### config.mk
export PLATFORM = sky130hd
export DESIGN_NAME = multicycle_control
export DESIGN_NICKNAME = d
export VERILOG_FILES = /design/src/rtl/multicycle_control_pkg.sv /design/src/rtl/mc_wait_counter.sv /design/src/rtl/multicycle_control.sv
export SDC_FILE = /design/constraint.sdc
export NUM_CORES = 1
export LEC_CHECK = 0
export CAP_MARGIN = 20
export CORE_MARGIN = 10
export CORE_UTILIZATION = 41
export CTS_CLUSTER_DIAMETER = 30
export DETAILED_ROUTE_END_ITERATION = 6
export PLACE_DENSITY = 0.78
export SLEW_MARGIN = 15
export SYNTH_ARGS = -nofsm -noshare
export SYNTH_HDL_FRONTEND = slang
export SYNTH_SLANG_ARGS = --single-unit
export TNS_END_PERCENT = 100
### constraint.sdc
create_clock -name clk -period 1.85 [get_ports clk]
set_clock_uncertainty 0.05 [all_clocks]
set_input_delay 0.2775 -clock clk [delete_from_list [all_inputs] [get_ports clk]]
set_output_delay 0.2775 -clock clk [all_outputs]
set_load 0.05 [all_outputs]
### src/rtl/multicycle_control_pkg.sv
// Shared definitions for the multicycle MIPS main control FSM: state encodings,
// opcode constants, alu_op codes and datapath select codes.
package multicycle_control_pkg;

    typedef enum logic [3:0] {
        StFetch  = 4'd0,
        StDecode = 4'd1,
        StMemAdr = 4'd2,
        StMemRd  = 4'd3,
        StMemWb  = 4'd4,
        StMemWr  = 4'd5,
        StExec   = 4'd6,
        StRwb    = 4'd7,
        StBranch = 4'd8,
        StJump   = 4'd9,
        StAddiEx = 4'd10,
        StAddiWb = 4'd11
    } state_e;

    localparam logic [5:0] OP_RTYPE = 6'b000000;
    localparam logic [5:0] OP_LW    = 6'b100011;
    localparam logic [5:0] OP_SW    = 6'b101011;
    localparam logic [5:0] OP_BEQ   = 6'b000100;
    localparam logic [5:0] OP_J     = 6'b000010;
    localparam logic [5:0] OP_ADDI  = 6'b001000;

    localparam logic [1:0] ALUOP_ADD   = 2'b00;
    localparam logic [1:0] ALUOP_SUB   = 2'b01;
    localparam logic [1:0] ALUOP_FUNCT = 2'b10;

    localparam logic [1:0] SRCB_REGB     = 2'b00;
    localparam logic [1:0] SRCB_FOUR     = 2'b01;
    localparam logic [1:0] SRCB_IMM      = 2'b10;
    localparam logic [1:0] SRCB_IMM_SHL2 = 2'b11;

    localparam logic [1:0] PCSRC_ALU    = 2'b00;
    localparam logic [1:0] PCSRC_ALUOUT = 2'b01;
    localparam logic [1:0] PCSRC_JUMP   = 2'b10;

    // Wait counter width; covers MEM_WAIT_CYCLES up to 7.
    localparam int unsigned WaitW = 3;

    // States that touch memory and are stretched by the wait counter.
    function automatic logic is_mem_state(input state_e s);
        return (s == StFetch) || (s == StMemRd) || (s == StMemWr);
    endfunction

endpackage

### src/rtl/mc_wait_counter.sv
// Memory wait counter for the multicycle control FSM.
// clear_i forces the count to zero, otherwise en_i increments it. done_o is
// high while the count equals MaxCount, i.e. on the last cycle of a hold.
// Ports: clk_i clock, reset_i sync active-high reset, clear_i, en_i, done_o.
module mc_wait_counter
    import multicycle_control_pkg::*;
#(
    parameter int unsigned MaxCount = 0
) (
    input  logic clk_i,
    input  logic reset_i,
    input  logic clear_i,
    input  logic en_i,
    output logic done_o
);

    logic [WaitW-1:0] cnt_q, cnt_d;

    always_comb begin
        cnt_d = cnt_q;
        if (clear_i) begin
            cnt_d = '0;
        end else if (en_i) begin
            cnt_d = cnt_q + WaitW'(1);
        end
    end

    always_ff @(posedge clk_i) begin
        if (reset_i) begin
            cnt_q <= '0;
        end else begin
            cnt_q <= cnt_d;
        end
    end

    assign done_o = (cnt_q == WaitW'(MaxCount));

endmodule

### src/rtl/multicycle_control.sv
// Main control FSM for the multicycle MIPS datapath. Sequences each instruction
// through fetch/decode/execute/memory/writeback and drives every datapath
// strobe and select as a Moore decode of the state (and wait counter).
// Optional feature: define MC_ADDI_EN to build the addi path (ADDIEX, ADDIWB);
// without it opcode 001000 is reported as illegal.
// Ports: clk, reset (sync, active high), opcode (IR[31:26]); outputs alu_op,
// alu_src_a, alu_src_b, pc_source, pc_write, pc_write_cond, i_or_d, mem_read,
// mem_write, ir_write, mem_to_reg, reg_dst, reg_write, state (debug),
// instr_done (last cycle of each instruction), illegal_op (bad opcode in DECODE).
module multicycle_control
    import multicycle_control_pkg::*;
#(
    parameter int unsigned MEM_WAIT_CYCLES = 0
) (
    input  logic       clk,
    input  logic       reset,
    input  logic [5:0] opcode,
    output logic [1:0] alu_op,
    output logic       alu_src_a,
    output logic [1:0] alu_src_b,
    output logic [1:0] pc_source,
    output logic       pc_write,
    output logic       pc_write_cond,
    output logic       i_or_d,
    output logic       mem_read,
    output logic       mem_write,
    output logic       ir_write,
    output logic       mem_to_reg,
    output logic       reg_dst,
    output logic       reg_write,
    output logic [3:0] state,
    output logic       instr_done,
    output logic       illegal_op
);

    state_e state_q, state_d;
    logic   store_q;   // lw/sw choice captured in DECODE; opcode is ignored afterwards
    logic   in_mem;
    logic   wait_done;

    assign in_mem = is_mem_state(state_q);
    assign state  = state_q;

    // Counter restarts whenever a hold finishes or we are outside a memory state,
    // so it is always zero on entry to the next memory state.
    mc_wait_counter #(
        .MaxCount(MEM_WAIT_CYCLES)
    ) u_wait (
        .clk_i  (clk),
        .reset_i(reset),
        .clear_i(!in_mem || wait_done),
        .en_i   (in_mem),
        .done_o (wait_done)
    );

    always_ff @(posedge clk) begin
        if (reset) begin
            state_q <= StFetch;
            store_q <= 1'b0;
        end else begin
            state_q <= state_d;
            if (state_q == StDecode) begin
                store_q <= (opcode == OP_SW);
            end
        end
    end

    always_comb begin
        state_d       = state_q;
        alu_op        = ALUOP_ADD;
        alu_src_a     = 1'b0;
        alu_src_b     = SRCB_REGB;
        pc_source     = PCSRC_ALU;
        pc_write      = 1'b0;
        pc_write_cond = 1'b0;
        i_or_d        = 1'b0;
        mem_read      = 1'b0;
        mem_write     = 1'b0;
        ir_write      = 1'b0;
        mem_to_reg    = 1'b0;
        reg_dst       = 1'b0;
        reg_write     = 1'b0;
        instr_done    = 1'b0;
        illegal_op    = 1'b0;

        case (state_q)
            StFetch: begin
                mem_read  = 1'b1;
                alu_src_b = SRCB_FOUR;
                if (wait_done) begin
                    ir_write = 1'b1;
                    pc_write = 1'b1;
                    state_d  = StDecode;
                end
            end
            StDecode: begin
                alu_src_b = SRCB_IMM_SHL2;
                case (opcode)
                    OP_LW, OP_SW: state_d = StMemAdr;
                    OP_RTYPE:     state_d = StExec;
                    OP_BEQ:       state_d = StBranch;
                    OP_J:         state_d = StJump;
`ifdef MC_ADDI_EN
                    OP_ADDI:      state_d = StAddiEx;
`endif
                    default: begin
                        illegal_op = 1'b1;
                        state_d    = StFetch;
                    end
                endcase
            end
            StMemAdr: begin
                alu_src_a = 1'b1;
                alu_src_b = SRCB_IMM;
                state_d   = store_q ? StMemWr : StMemRd;
            end
            StMemRd: begin
                mem_read = 1'b1;
                i_or_d   = 1'b1;
                if (wait_done) begin
                    state_d = StMemWb;
                end
            end
            StMemWb: begin
                reg_write  = 1'b1;
                mem_to_reg = 1'b1;
                instr_done = 1'b1;
                state_d    = StFetch;
            end
            StMemWr: begin
                mem_write = 1'b1;
                i_or_d    = 1'b1;
                if (wait_done) begin
                    instr_done = 1'b1;
                    state_d    = StFetch;
                end
            end
            StExec: begin
                alu_src_a = 1'b1;
                alu_op    = ALUOP_FUNCT;
                state_d   = StRwb;
            end
            StRwb: begin
                reg_write  = 1'b1;
                reg_dst    = 1'b1;
                instr_done = 1'b1;
                state_d    = StFetch;
            end
            StBranch: begin
                alu_src_a     = 1'b1;
                alu_op        = ALUOP_SUB;
                pc_write_cond = 1'b1;
                pc_source     = PCSRC_ALUOUT;
                instr_done    = 1'b1;
                state_d       = StFetch;
            end
            StJump: begin
                pc_write   = 1'b1;
                pc_source  = PCSRC_JUMP;
                instr_done = 1'b1;
                state_d    = StFetch;
            end
`ifdef MC_ADDI_EN
            StAddiEx: begin
                alu_src_a = 1'b1;
                alu_src_b = SRCB_IMM;
                state_d   = StAddiWb;
            end
            StAddiWb: begin
                reg_write  = 1'b1;
                instr_done = 1'b1;
                state_d    = StFetch;
            end
`endif
            default: state_d = StFetch;
        endcase

        // Reset may arrive in any state; keep the datapath quiet while it is held.
        if (reset) begin
            alu_op        = ALUOP_ADD;
            alu_src_a     = 1'b0;
            alu_src_b     = SRCB_REGB;
            pc_source     = PCSRC_ALU;
            pc_write      = 1'b0;
            pc_write_cond = 1'b0;
            i_or_d        = 1'b0;
            mem_read      = 1'b0;
            mem_write     = 1'b0;
            ir_write      = 1'b0;
            mem_to_reg    = 1'b0;
            reg_dst       = 1'b0;
            reg_write     = 1'b0;
            instr_done    = 1'b0;
            illegal_op    = 1'b0;
        end
    end

endmodule

==> flow_summary.toml <==
[run_status]
status = "complete, but fails checks"
violations = "setup timing"

[setup_path]
crit_path_end_kind = "output pin"
critical_path_class = "register to output pin"
arrival_ns = 1.62
cpPeakStageDelay_ns = 0.41
worst-path-max-fanout = 4
reg2reg_slack_ns = 0.42
worstSetupStartpointType = "register"
rr_worst_depth = 6
r2r-start = "state[3]$_SDFFE_PP0P_"
regToRegEndpoint = "state[0]$_SDFFE_PP0P_"
slowest_stage = "or3_4"
cp_cell_sequence = "or3_4 > nor4_4 > or2_4 > buf_12"
required_ns = 1.52

[detailed_routing]
via_per_inst = 6.25
firstDrtPassIters = 4
wl_um = 3670
drt_first_iter_violations = 43
vias = 957
drc = 0
drtAntennaViolNets = 0
routedWlPerCell_um = 24.0

[die]
num_io_pins = 30
row_count = 14
fp.dieArea_um2 = 3800
coreArea_um2 = 1580
initial_core_util_pct = 45.1
die_w_um = 61.6
die_y_um = 61.6

[global_routing]
gr-usage-all-layers_pct = 15.8
grt_pass1_vias = 916
grt_pass1_wl_um = 4530
antenna_found_initial = 0
grt_max_degree = 16
overflow = 0

[finish]
fillers = 40
antenna_cells = 0
multi_input_area_um2 = 638
fin_nets = 148
area_growth_pct = 110
final_cell_mix = "21 x buf_4, 20 x buf_12, 9 x nor2_1"
drive_above_1_share_pct = 59.9
seq_area_um2 = 175
final_common_cell = "buf_4"
instances_no_fill = 153

[timing]
min_period_ns = 1.95
max_freq_mhz = 513
worst_slew_pin_slew_ns = 0.330
rsz0062_at_grt = "true"
slew_headroom_pct = 77.8
period_share_pct = 105
finalHoldViolations = 0
worst_slack_ns = -0.0991
whs_ns = 0.480
tns_ns = -0.246
drv_slew = 0
setup_viol = 4

[clocking]
cts_tree = "built"
clock_sinks = 8
cts_max_level = 1
clock_path_buffers = 2
worstSkewPairLatency_ns = 0.27
clock-root-buffer = "clkbuf_4"
postCtsHoldBufs = 0
clkTransAtPathRegs_ns = 0.07
cts_made_buffers = 3

[logic_synthesis]
synth_fp_nets = 102
yosys_warnings = 0
netlist_instances = 92
ys_ff_latch = 8
syn_avg_cell_area_um2 = 7.72
synth_cell_types = 37
ys_async_sr_fraction_pct = 0
yosysSeqAreaShare_pct = 22.5
synth-edff-count = 0
synth_area_um2 = 711
ys.flop_type = "dfxtp_1"

[pwr]
power_density_nw_per_um2 = 373
vdd_ir_drop_max_mv = 0.329
power_w = 0.000557
p_leak_nw = 0.600

[hold_path]
min_from = "u_wait.cnt_q[0]$_SDFFE_PP0N_"
hold-path-endpoint = "u_wait.cnt_q[0]$_SDFFE_PP0N_"
hold_depth = 2
worstHoldPathType = "register to register"

[placement]
hpwl_um = 2150
numPortBuffers = 29
place_congestion = 0.819
dp_cells = 144
detailedPlace.worstSlack_ns = -0.227

[run]
maxCapViolCount = 0
-- layer usage --
metal  wire [um]  global-route usage, %  vias to the layer above  part of all wire [%]
met3         252                   3.50                       15                   6.9
met1        1360                   16.9                      476                    37
met4         133                   6.37                        0                   3.6
li1            -                      -                      409                     -
met2        1920                   29.0                       57                    52
met5           0                      0                        -                     0
-- registers in the layout (all words and copies together) (netlist names) --
register / count
state: 4
store_q: 1
u_wait.cnt_q: 3
-- logic make-up after synthesis --
family,after synthesis,share of synthesized area [%]
multiplexers,2,2.82
AND/OR/NAND/NOR,49,42.8
flip-flops,8,22.5
adder cells (fa/ha/maj),2,3.52
XOR/XNOR,4,4.93
buffers and inverters,10,7.75
AO/OA/AOI/OAI,17,15.7
-- where the power goes --
group	internal (W)	total (W)	switching (W)
Clock	0.0000832	0.000157	0.0000738
Sequential	0.000172	0.000181	0.00000977
Combinational	0.0000977	0.000219	0.000121
-- how the worst max path moves through the flow --
stage	start	to	slack, ns	cells past startpoint
after floorplan	state[3]$_SDFFE_PP0P_	pc_write	-0.40	4
after global routing	state[2]$_SDFFE_PP0P_	pc_write	-0.15	4
after CTS	state[3]$_SDFFE_PP0P_	pc_write	-0.07	4
final	state[3]$_SDFFE_PP0P_	pc_write	-0.1	4
after detailed placement	reset	pc_write	-0.23	5
after global placement	reset	pc_write	-0.15	5
-- cells in the mapped netlist, drive strengths merged (3+ instances only) --
cell,count,area [um2]
nor4b,3,38.8
dfxtp,8,160
o21ai,3,15.0
nand2,3,11.3
nor3,6,40.0
nor2,16,62.6
buf,7,43.8
a21oi,4,20.0
inv,3,11.3
nor2b,7,43.8
nand2b,5,33.8
-- metrics by stage --
stage	cell area, um2	utilization [%]
floorplan	786	-
global placement	1350	85.8
detailed placement	1350	85.8
CTS	1420	89.9
global route	1490	94.8
finish	1490	94.8
-- area by class of cell --
type	count	share of cell area, %
Clock buffer	4	1.76
Inverter	3	0.754
Sequential cell	8	11.7
Timing Repair Buffer	48	41.7
Multi-Input combinational cell	74	42.7
Tap cell	16	1.34
-- worst max-delay path, delay by kind of cell, from the launching register on --
kind	cells	cell delay, ns
buf+inv	1	0.13
simple gates	3	0.88
flops	1	0.35
-- repair_timing --
action                     4_1_cts  5_1_grt
gates cloned                     0        0
pin swaps                        7        6
setup buffers                    1        4
setup endpoints to repair       12       14
gates resized for setup         15       13
(Power assumes the default switching activity.)
